`src/rtl/eth_pkt_if_pkt_gate.sv`:
```
// Packet-boundary-aware flow gate: opens/closes a packet stream only between packets.
// Optional statistics counters are enabled by defining ETH_PKT_GATE_STAT_EN.
module eth_pkt_if_pkt_gate #(
    parameter int    DATA_W     = 64,
    parameter int    TUSER_W    = 1,
    parameter int    MOD_W      = (DATA_W > 8) ? $clog2(DATA_W / 8) : 1,
    parameter string GATED_MODE = "HOLD"
) (
    input  logic               clk_i,
    input  logic               rst_i,
    input  logic               enable_i,
    input  logic [DATA_W-1:0]  pkt_i_data,
    input  logic [TUSER_W-1:0] pkt_i_tuser,
    input  logic               pkt_i_sop,
    input  logic               pkt_i_eop,
    input  logic [MOD_W-1:0]   pkt_i_mod,
    input  logic               pkt_i_val,
    output logic               pkt_i_ready,
    output logic [DATA_W-1:0]  pkt_o_data,
    output logic [TUSER_W-1:0] pkt_o_tuser,
    output logic               pkt_o_sop,
    output logic               pkt_o_eop,
    output logic [MOD_W-1:0]   pkt_o_mod,
    output logic               pkt_o_val,
    input  logic               pkt_o_ready,
    output logic               gate_open_o,
    output logic               busy_o,
    output logic               orphan_o
`ifdef ETH_PKT_GATE_STAT_EN
   ,input  logic               stat_clr_i,
    output logic [31:0]        pkt_pass_cnt_o,
    output logic [31:0]        pkt_drop_cnt_o
`endif
);

    localparam bit DROP_MODE = (GATED_MODE == "DROP");

    typedef enum logic [1:0] {
        S_IDLE = 2'd0,
        S_PASS = 2'd1,
        S_DROP = 2'd2
    } state_e;

    state_e state_q, state_d;
    logic   en_q, en_d;
    logic   orphan_q, orphan_d;
    logic   beat;
    logic   pass_inc, drop_inc;

    assign pkt_o_data  = pkt_i_data;
    assign pkt_o_tuser = pkt_i_tuser;
    assign pkt_o_sop   = pkt_i_sop;
    assign pkt_o_eop   = pkt_i_eop;
    assign pkt_o_mod   = pkt_i_mod;

    assign beat        = pkt_i_val & pkt_i_ready;
    assign gate_open_o = en_q;
    assign busy_o      = (state_q != S_IDLE);
    assign orphan_o    = orphan_q;
    assign en_d        = enable_i;

    always_ff @(posedge clk_i) begin
        if (rst_i) begin
            state_q  <= S_IDLE;
            en_q     <= 1'b0;
            orphan_q <= 1'b0;
        end else begin
            state_q  <= state_d;
            en_q     <= en_d;
            orphan_q <= orphan_d;
        end
    end

    always_comb begin
        state_d  = state_q;
        orphan_d = 1'b0;
        pass_inc = 1'b0;
        drop_inc = 1'b0;
        case (state_q)
            S_IDLE: begin
                if (beat) begin
                    if (!pkt_i_sop) begin
                        orphan_d = 1'b1;
                    end else if (pkt_i_eop) begin
                        pass_inc = en_q;
                        drop_inc = !en_q && DROP_MODE;
                    end else if (en_q) begin
                        state_d = S_PASS;
                    end else if (DROP_MODE) begin
                        state_d = S_DROP;
                    end
                end
            end
            S_PASS: begin
                if (beat) begin
                    // A sop here means the previous packet lost its eop.
                    orphan_d = pkt_i_sop;
                    if (pkt_i_eop) begin
                        state_d  = S_IDLE;
                        pass_inc = 1'b1;
                    end
                end
            end
            S_DROP: begin
                if (beat && pkt_i_eop) begin
                    state_d  = S_IDLE;
                    drop_inc = 1'b1;
                end
            end
            default: state_d = S_IDLE;
        endcase
    end

    always_comb begin
        pkt_o_val   = 1'b0;
        pkt_i_ready = 1'b0;
        case (state_q)
            S_IDLE: begin
                if (pkt_i_val && !pkt_i_sop) begin
                    pkt_i_ready = 1'b1;
                end else if (en_q) begin
                    pkt_o_val   = pkt_i_val;
                    pkt_i_ready = pkt_o_ready;
                end else begin
                    pkt_i_ready = DROP_MODE;
                end
            end
            S_PASS: begin
                pkt_o_val   = pkt_i_val;
                pkt_i_ready = pkt_o_ready;
            end
            S_DROP: begin
                pkt_i_ready = 1'b1;
            end
            default: begin
                pkt_o_val   = 1'b0;
                pkt_i_ready = 1'b0;
            end
        endcase
    end

`ifdef ETH_PKT_GATE_STAT_EN
    logic [31:0] pass_cnt_q, pass_cnt_d;
    logic [31:0] drop_cnt_q, drop_cnt_d;

    always_comb begin
        pass_cnt_d = pass_cnt_q + {31'd0, pass_inc};
        drop_cnt_d = drop_cnt_q + {31'd0, drop_inc};
        if (stat_clr_i) begin
            pass_cnt_d = '0;
            drop_cnt_d = '0;
        end
    end

    always_ff @(posedge clk_i) begin
        if (rst_i) begin
            pass_cnt_q <= '0;
            drop_cnt_q <= '0;
        end else begin
            pass_cnt_q <= pass_cnt_d;
            drop_cnt_q <= drop_cnt_d;
        end
    end

    assign pkt_pass_cnt_o = pass_cnt_q;
    assign pkt_drop_cnt_o = drop_cnt_q;
`endif

endmodule
```
`config.mk`:
```
export PLATFORM = sky130hd
export DESIGN_NAME = eth_pkt_if_pkt_gate
export DESIGN_NICKNAME = d
export VERILOG_FILES = /design/src/rtl/eth_pkt_if_pkt_gate.sv
export SDC_FILE = /design/constraint.sdc
export NUM_CORES = 1
export LEC_CHECK = 0
export BUFFER_PORTS_ARGS = -buffer_cell sky130_fd_sc_hd__buf_2
export CAP_MARGIN = 20
export CORE_MARGIN = 4
export CORE_UTILIZATION = 23
export DETAILED_ROUTE_END_ITERATION = 10
export HOLD_SLACK_MARGIN = 0.03
export PLACE_DENSITY = 0.87
export SETUP_SLACK_MARGIN = 0.5
export SYNTH_ARGS = -nofsm -noshare
export SYNTH_HDL_FRONTEND = slang
export SYNTH_SLANG_ARGS = --single-unit
```
`constraint.sdc`:
```
create_clock -name clk_i -period 1.2 [get_ports clk_i]
set_input_delay 0.06 -clock clk_i [delete_from_list [all_inputs] [get_ports clk_i]]
set_output_delay 0.06 -clock clk_i [all_outputs]
set_load 0.01 [all_outputs]
```
# == After elaboration in Yosys (flattened, before gate mapping) ==
# Index checks and enable logic that the tools add are counted.
# totals
ff_bits,4
elab_cells,37
out_inout_bits,75
input_bits,75
# classes
n_bitwise,1
mux,18
reduce_logical,6
eq_ne,9
# op_table
op,n
$mux 2,7
$ne 2x2->1 const B,7
$mux 1,7
$reduce_and 7->1,1
$pmux 2 s3,1
$pmux 1 s2,2
$pmux 1 s3,1
$eq 2x1->1 const B,1
$eq 2x2->1 const B,1
$logic_and 1x1->1,2
$logic_not 2->1,1
$reduce_bool 2->1,1
$and 1x1->1,1
$logic_not 1->1,1

# == Longest topological paths before layout ==
# Gate-level depths: netlist (run 1).
# logic_depth
ltp_word,8
depth_mapped,3
depth_no_buf,3

# == Least setup slack after synthesis (run 1) ==
# No wires, ideal clock.
# synth_timing
path_type,flip-flop to flip-flop
start,reg state_q[0]
end,reg orphan_q (netlist: orphan_o)
stages_incl_launch_ff,4
path_buffers,0
path_slack_ns,0.229
setup_ns,0.116
arrival_time_ns,0.854
period_less_slack_ns,0.971
t_required_ns,1.084
path_cell_list,dfxtp_1 > xor2_1 > nor2_1 > and3_2
# synth_between
elab_chain_len,5
elab_cells_between_ends,8
cone_classes,2 x eq/ne; 4 x mux; 1 x bitwise; 1 x reduce/logical
# synth_rtl
element,line,source
"start, declared",44,"state_e state_q, state_d;"
"start signal, assigned",68,state_q <= state_d;
$eq 2x2->1 (tied with other cells),-,
$pmux 1 s3,117,case (state_q)
$and 1x1->1,56,assign beat = pkt_i_val & pkt_i_ready;
"$mux 1, on equally long branches","95, 81",
$pmux 1 s2 *,79,case (state_q)
"end signal, assigned",70,orphan_q <= orphan_d;
"end, declared",46,"logic orphan_q, orphan_d;"
# Mark *: on every way between the ends. The rest lies on a longest branch, timed or not.
# A chain may end at the register's enable or synchronous reset.

# == Worst setup path after layout (run 1) ==
# layout_timing
start,reg en_q (netlist: gate_open_o)
end,out pkt_i_ready
# layout_between
elab_chain_len,3
# layout_rtl
element,line,source
"start, declared",45,"logic en_q, en_d;"
"start signal, assigned",69,en_q <= en_d;
$mux 1,121,end else if (en_q) begin
$mux 1,119,if (pkt_i_val && !pkt_i_sop) begin
$pmux 1 s3,117,
"end, declared",18,"output logic pkt_i_ready,"
# No other way between the ends.

==> results of run 1 <==
## critical path, delay by kind of cell (launching register included)
kind / cells / cell delay [ps]
flip-flops: 1 / 360
AO/OA/AOI/OAI: 1 / 160
AND/OR/NAND/NOR: 1 / 60
buffers and inverters: 1 / 130
## stage by stage
stage                     hold slack (ps)  cells  power (mW)  cell area, µm²  setup WS, ps
after floorplan                       122     86       0.366             674           370
after detailed placement              120     60       0.155             253           323
after CTS                            35.2     65       0.348             295           222
final                                45.9     67       0.349             339           203
after global placement                120     60       0.155             253           343
after global routing                 39.4     67       0.374             339           174
## synthesized netlist by cell type
library cell	instances	area (µm²)
dfxtp_1	3	60.1
buf_4	70	526
a311oi_1	1	8.76
and3_2	1	7.51
a21oi_1	1	5.00
o21ai_1	1	5.00
a41oi_1	1	8.76
nor2_1	2	7.51
xor2_1	1	8.76
o21ai_2	1	8.76
nand2_1	2	7.51
nor2b_1	2	12.5
## cell families after synthesis
kind of cell,synth area share (%)
buffers and inverters,78.9
AND/OR/NAND/NOR,5.26
AO/OA/AOI/OAI,5.45
flip-flops,9.02
XOR/XNOR,1.32
## worst min path at each step
stage                                to  slack (ps)     startpoint  cells after the start
after detailed placement  pkt_o_data[0]         120  pkt_i_data[0]                      0
after CTS                    state_q[0]          40      pkt_i_eop                      2
after global placement    pkt_o_data[0]         120  pkt_i_data[0]                      0
final                       gate_open_o          50       enable_i                      2
after floorplan              state_q[0]         120          rst_i                      1
after global routing         state_q[0]          40      pkt_i_eop                      2
## area by class of cell
| cell class | count | area (µm²) |
|---|---|---|
| fill | 317 | 2420 |
| multi-input combinational | 13 | 108 |
| timing repair buffer | 16 | 98.8 |
| sequential | 3 | 67.6 |
| tap | 31 | 38.8 |
| clock buffer | 4 | 26.3 |
## registers in the layout, indices dropped and copies added, names as in the netlist
signal       cells
gate_open_o      1
orphan_o         1
state_q          1
## metal layers
layer | vias to the layer above | wire (µm)
li1 | 97 | -
met1 | 127 | 199
met2 | 53 | 474
met3 | 30 | 325
met4 | 0 | 183
met5 | - | 0
## repair_timing
| item | 4_1_cts | 5_1_grt |
|---|---|---|
| hold buffers | 1 | 0 |
| endpoints found under the setup margin | 7 | 8 |
| buffers inserted | 0 | 2 |
| resized for setup | 1 | 7 |
| endpoints found under the hold margin | 2 | 0 |
| pin swaps | 3 | 1 |
## report_power, final
group          internal, mW  total, mW  switching, mW
combinational        0.0333     0.0633         0.0301
sequential            0.101      0.107        0.00537
clock                 0.125      0.179         0.0544
==> key figures, run 1 <==
GRT
  – Grt met1 use: 1.59%
  – First-pass GRT wire length: 1.41 mm
  – Vias in the first global route: 290
  – Antenna violations before repair: 0
  – GRT busiest layer: met4
  – Largest net degree at the start of global routing: 8
  – Overall global routing resource usage: 5.27%
  – GR Util met3: 5.99%
  – Total congestion overflow: 0
  – Met2 Use GR: 6.88%

Routing
  – Drt total wl: 1.18 mm
  – Initial DRC count: 13
  – Post-DR wirelength/cell: 17.7 µm
  – Antenna-violating nets left: 0
  – Drt pass-1 iters: 2
  – DRC viols: 0
  – DR vias: 307
  – Vias per std cell: 4.58

Placement
  – Port buffer count: 13
  – GPL Wtd Cong: 0.623
  – DP HPWL: 832 µm

STA
  – Slew headroom: 85.3%
  – Fin crit period: 997 ps
  – Fmax: 1.00 GHz
  – Setup TNS: 0 ps
  – Final Setup Violations: 0
  – Worst slew pin tran: 218 ps
  – Skew final: 2.66 ps
  – RSZ-0062 raised after global routing: true
  – Final period util: 83.1%
  – Final Hold Viols: 0
  – Max Slew Vio Count: 0

Floorplan
  – Die ar.: 0.00382 mm²
  – Starting Density: 24.1%
  – Die Span X: 61.8 µm
  – Core Area: 0.00276 mm²
  – Chip Height: 61.8 µm
  – FP Rows: 19
  – Io pins: 150

Layout
  – Commonest cells after routing, fill and taps aside: 12 x buf_2, 3 x clkbuf_4
  – Layout cell share with drive strength beyond 1: 72.2%
  – Most common cell after layout, fill and taps aside: buf_2
  – Final core occ: 12.3%
  – Final nets: 112
  – ANT cells: 0
  – Syn-to-layout area delta: -49.1%

Clock network
  – # H-tree levels: 1
  – CTS max path bufs: 2
  – Clk sink count: 3
  – Clk Latency, worst-skew pair: 230 ps
  – Num CTS Buffers: 3
  – Root buffer cell: clkbuf_4
  – Clk pin slew, worst setup/hold paths: 30 ps
  – CTS tree: yes

Worst setup path
  – WP data arrival: 940 ps
  – Largest fanout on the critical path: 4
  – Crit end category: output pin
  – Setup crit start kind: flop
  – Worst reg2reg startpoint: gate_open_o
  – WP data required: 1140 ps
  – Crit path largest cell delay: 360 ps
  – Crit-path slowest cell: dfxtp_4
  – Setup Crit Path Kind: flop to output pin
  – Critical path cell sequence: o21ai_4 -> nand2_1 -> buf_2
  – Reg-to-reg critical path endpoint: state_q[0]
  – Reg2reg setup slack: 270 ps
  – Depth of the worst register-to-register path: 3
  – Setup crit start: gate_open_o
  – Worst setup path endpoint: pkt_i_ready

Logic synthesis
  – Avg Synthesized Cell Area: 7.74 µm²
  – Yosys reg bits: 3
  – Register area share after synthesis: 9.02%
  – Syn Std Cell Area: 666 µm²
  – Synth cell types: 12
  – Syn Nets: 161
  – Mapped Cells: 86
  – Yosys warns: 0

Pwr
  – PD cells: 1030 mW/mm²
  – Peak VDD IR: 353 µV
  – Leakage: 0.156 nW

Job
  – Max-Cap Viols: 0

Run status
  – Status: complete, no violations

Min path
  – Worst Hold Class: input pin to flop
Power figures use the tool's default switching activity.
==> run 2: changes to the inputs <==
clock period = 1 ns   (was 1.2 ns; I/O delays follow)
==> run 2 against run 1 <==
The flow now finishes with violations (negative hold slack). Worst setup slack worse by 180 ps. Global-route usage up 0.084 points. Non-clock buffer count down 2. Sequential share of layout area increased by 3.0 points. Routed wire length down 11%. Combinational power down 6.3%. Cell count down 3.0%. Clock power grew 24%. Highest routed layer unchanged.
==> key figures, run 2 (synthesized netlist as in run 1, its figures left out) <==
Layout
  – Syn-to-layout area delta: -55.6%
  – Register area: 67.6 µm² (unchanged)
  – Layout cell share with drive strength beyond 1: 67.6% (-4.6 points)
  – Fin cells: 65 (-3.0%)
  – Multi-input gate area: 90.1 µm² (-16%)
  – FILL cells: 320 (+0.95%)
  – ANT cells: 0 (unchanged)
  – Most common cell after layout, fill and taps aside: buf_2
  – Final nets: 110 (-1.8%)
  – Commonest cells after routing, fill and taps aside: 13 x buf_2, 3 x clkbuf_4, 2 x nand2_1, 2 x nor2b_1, 2 x dfxtp_4

GRT
  – Total congestion overflow: 0 (unchanged)
  – First-pass GRT wire length: 1.39 mm (-1.0%)
  – Largest net degree at the start of global routing: 7 (-1)
  – Met2 Use GR: 6.13% (-0.75 points)
  – Overall global routing resource usage: 5.36% (+0.084 points)
  – GR Util met3: 5.99% (unchanged)
  – Vias in the first global route: 287 (-1.0%)
  – Antenna violations before repair: 0 (unchanged)
  – Grt met1 use: 1.59% (unchanged)
  – GRT busiest layer: met4

Placement
  – DP HPWL: 835 µm (+0.26%)
  – Pre-CTS setup slack: 116 ps (-207 ps)
  – GPL Wtd Cong: 0.610 (-2.1%)
  – Placed Cells: 60 (unchanged)
  – Port buffer count: 13 (unchanged)

Clock network
  – # H-tree levels: 1 (unchanged)
  – Clk Latency, worst-skew pair: 240 ps (about the same)
  – CTS tree: yes
  – Clk pin slew, worst setup/hold paths: 40 ps (about the same)
  – Root buffer cell: clkbuf_4
  – Clk sink count: 3 (unchanged)
  – CTS max path bufs: 2 (unchanged)
  – Num CTS Buffers: 3 (unchanged)

Worst setup path
  – Crit-path slowest cell: dfxtp_4
  – Crit path largest cell delay: 350 ps (about the same)
  – Largest fanout on the critical path: 4 (unchanged)
  – Setup crit start kind: flop
  – Setup Crit Path Kind: flop to output pin
  – Critical path cell sequence: o21ai_2 -> nand2_1 -> buf_2
  – WP data required: 950 ps (-190 ps)
  – Crit end category: output pin
  – WP data arrival: 920 ps (-20 ps)

Floorplan
  – Starting Density: 24.1% (unchanged)
  – FP Rows: 19 (unchanged)
  – Die Span X: 61.8 µm (unchanged)
  – Core Area: 0.00276 mm² (unchanged)
  – Chip Height: 61.8 µm (unchanged)
  – Io pins: 150 (unchanged)
  – Die ar.: 0.00382 mm² (unchanged)

STA
  – Max Slew Vio Count: 0 (unchanged)
  – Hold WS: -9.97 ps (-55.9 ps)
  – RSZ-0062 raised after global routing: true
  – Final Hold Viols: 2 (+2)
  – Worst slew pin tran: 207 ps (-11.5 ps)
  – Fin crit period: 973 ps
  – Final period util: 97.3%
  – Slew headroom: 86.1% (+0.87 points)
  – Skew final: 0.930 ps (-1.73 ps)
  – Setup ws final: 26.6 ps (-177 ps)
  – Fmax: 1.03 GHz
  – Final Setup Violations: 0 (unchanged)

Pwr
  – Peak VDD IR: 351 µV (-0.70%)
  – PD cells: 1380 mW/mm² (+34%)
  – Leakage: 0.133 nW (-14%)

Routing
  – Post-DR wirelength/cell: 16.2 µm (-8.1%)
  – DRC viols: 0 (unchanged)
  – Vias per std cell: 4.51 (-1.6%)
  – DR vias: 293 (-4.6%)
  – Initial DRC count: 8 (-5)
  – Drt total wl: 1.06 mm (-11%)
  – Antenna-violating nets left: 0 (unchanged)
  – Drt pass-1 iters: 2 (unchanged)

Run status
  – Failing checks: negative hold slack
  – Status: finished, violations left

Job
  – Max-Cap Viols: 0 (unchanged)

Min path
  – Worst Hold Class: input pin to flop
[run 2: per-stage QoR]
stage                     power, mW  area [µm²]  util, %  setup TNS, ps
final                         0.407         295     10.7              0
after global placement        0.186         253     9.17              0
after global routing          0.439         295     10.7          -75.2
after CTS                     0.421         287     10.4              0
after floorplan               0.439         674        -              0
after detailed placement      0.186         253     9.17              0
[run 2: path summary, 6_finish.rpt]
check	startpoint	slack (ps)	depth (start not counted)	end
worst min-delay path	rst_i	-10	2	gate_open_o
worst max-delay path	gate_open_o	30	3	pkt_i_ready
worst max register to register	state_q[0]	60	4	orphan_o
worst min register to register	state_q[0]	620	2	state_q[0]
[run 2: routing by layer]
metal  up-vias  routed length, µm
met5         -                  0
met4         0                175
met3        32                309
met2        55                386
met1       113                184
li1         93                  -
[run 2: critical path: cells and delay by family (launching register included)]
family / cells / cell delay, ps
DFF: 1 / 350
AOI/OAI and AO/OA: 1 / 140
buffers and inverters: 1 / 140
and+or+nand+nor: 1 / 60
[run 2: cell type report]
type | count | area share [%]
Sequential cell | 3 | 22.9
Tap cell | 31 | 13.1
Multi-Input combinational cell | 13 | 30.5
Timing Repair Buffer | 14 | 24.6
Clock buffer | 4 | 8.90
[run 2: power breakdown]
| group | switching [mW] | internal [mW] | leakage [nW] |
|---|---|---|---|
| Combinational | 0.0299 | 0.0294 | 0.0925 |
| Sequential | 0.00464 | 0.121 | 0.0259 |
| Clock | 0.0719 | 0.150 | 0.0150 |
[run 2: timing repair]
action | 4_1_cts | 5_1_grt
endpoints found under the setup margin | 7 | 7
pin swaps | 3 | 1
gates resized for setup | 0 | 3
hold endpoints to repair | 2 | 2
setup buffers | 1 | 0
cloned | 0 | 0
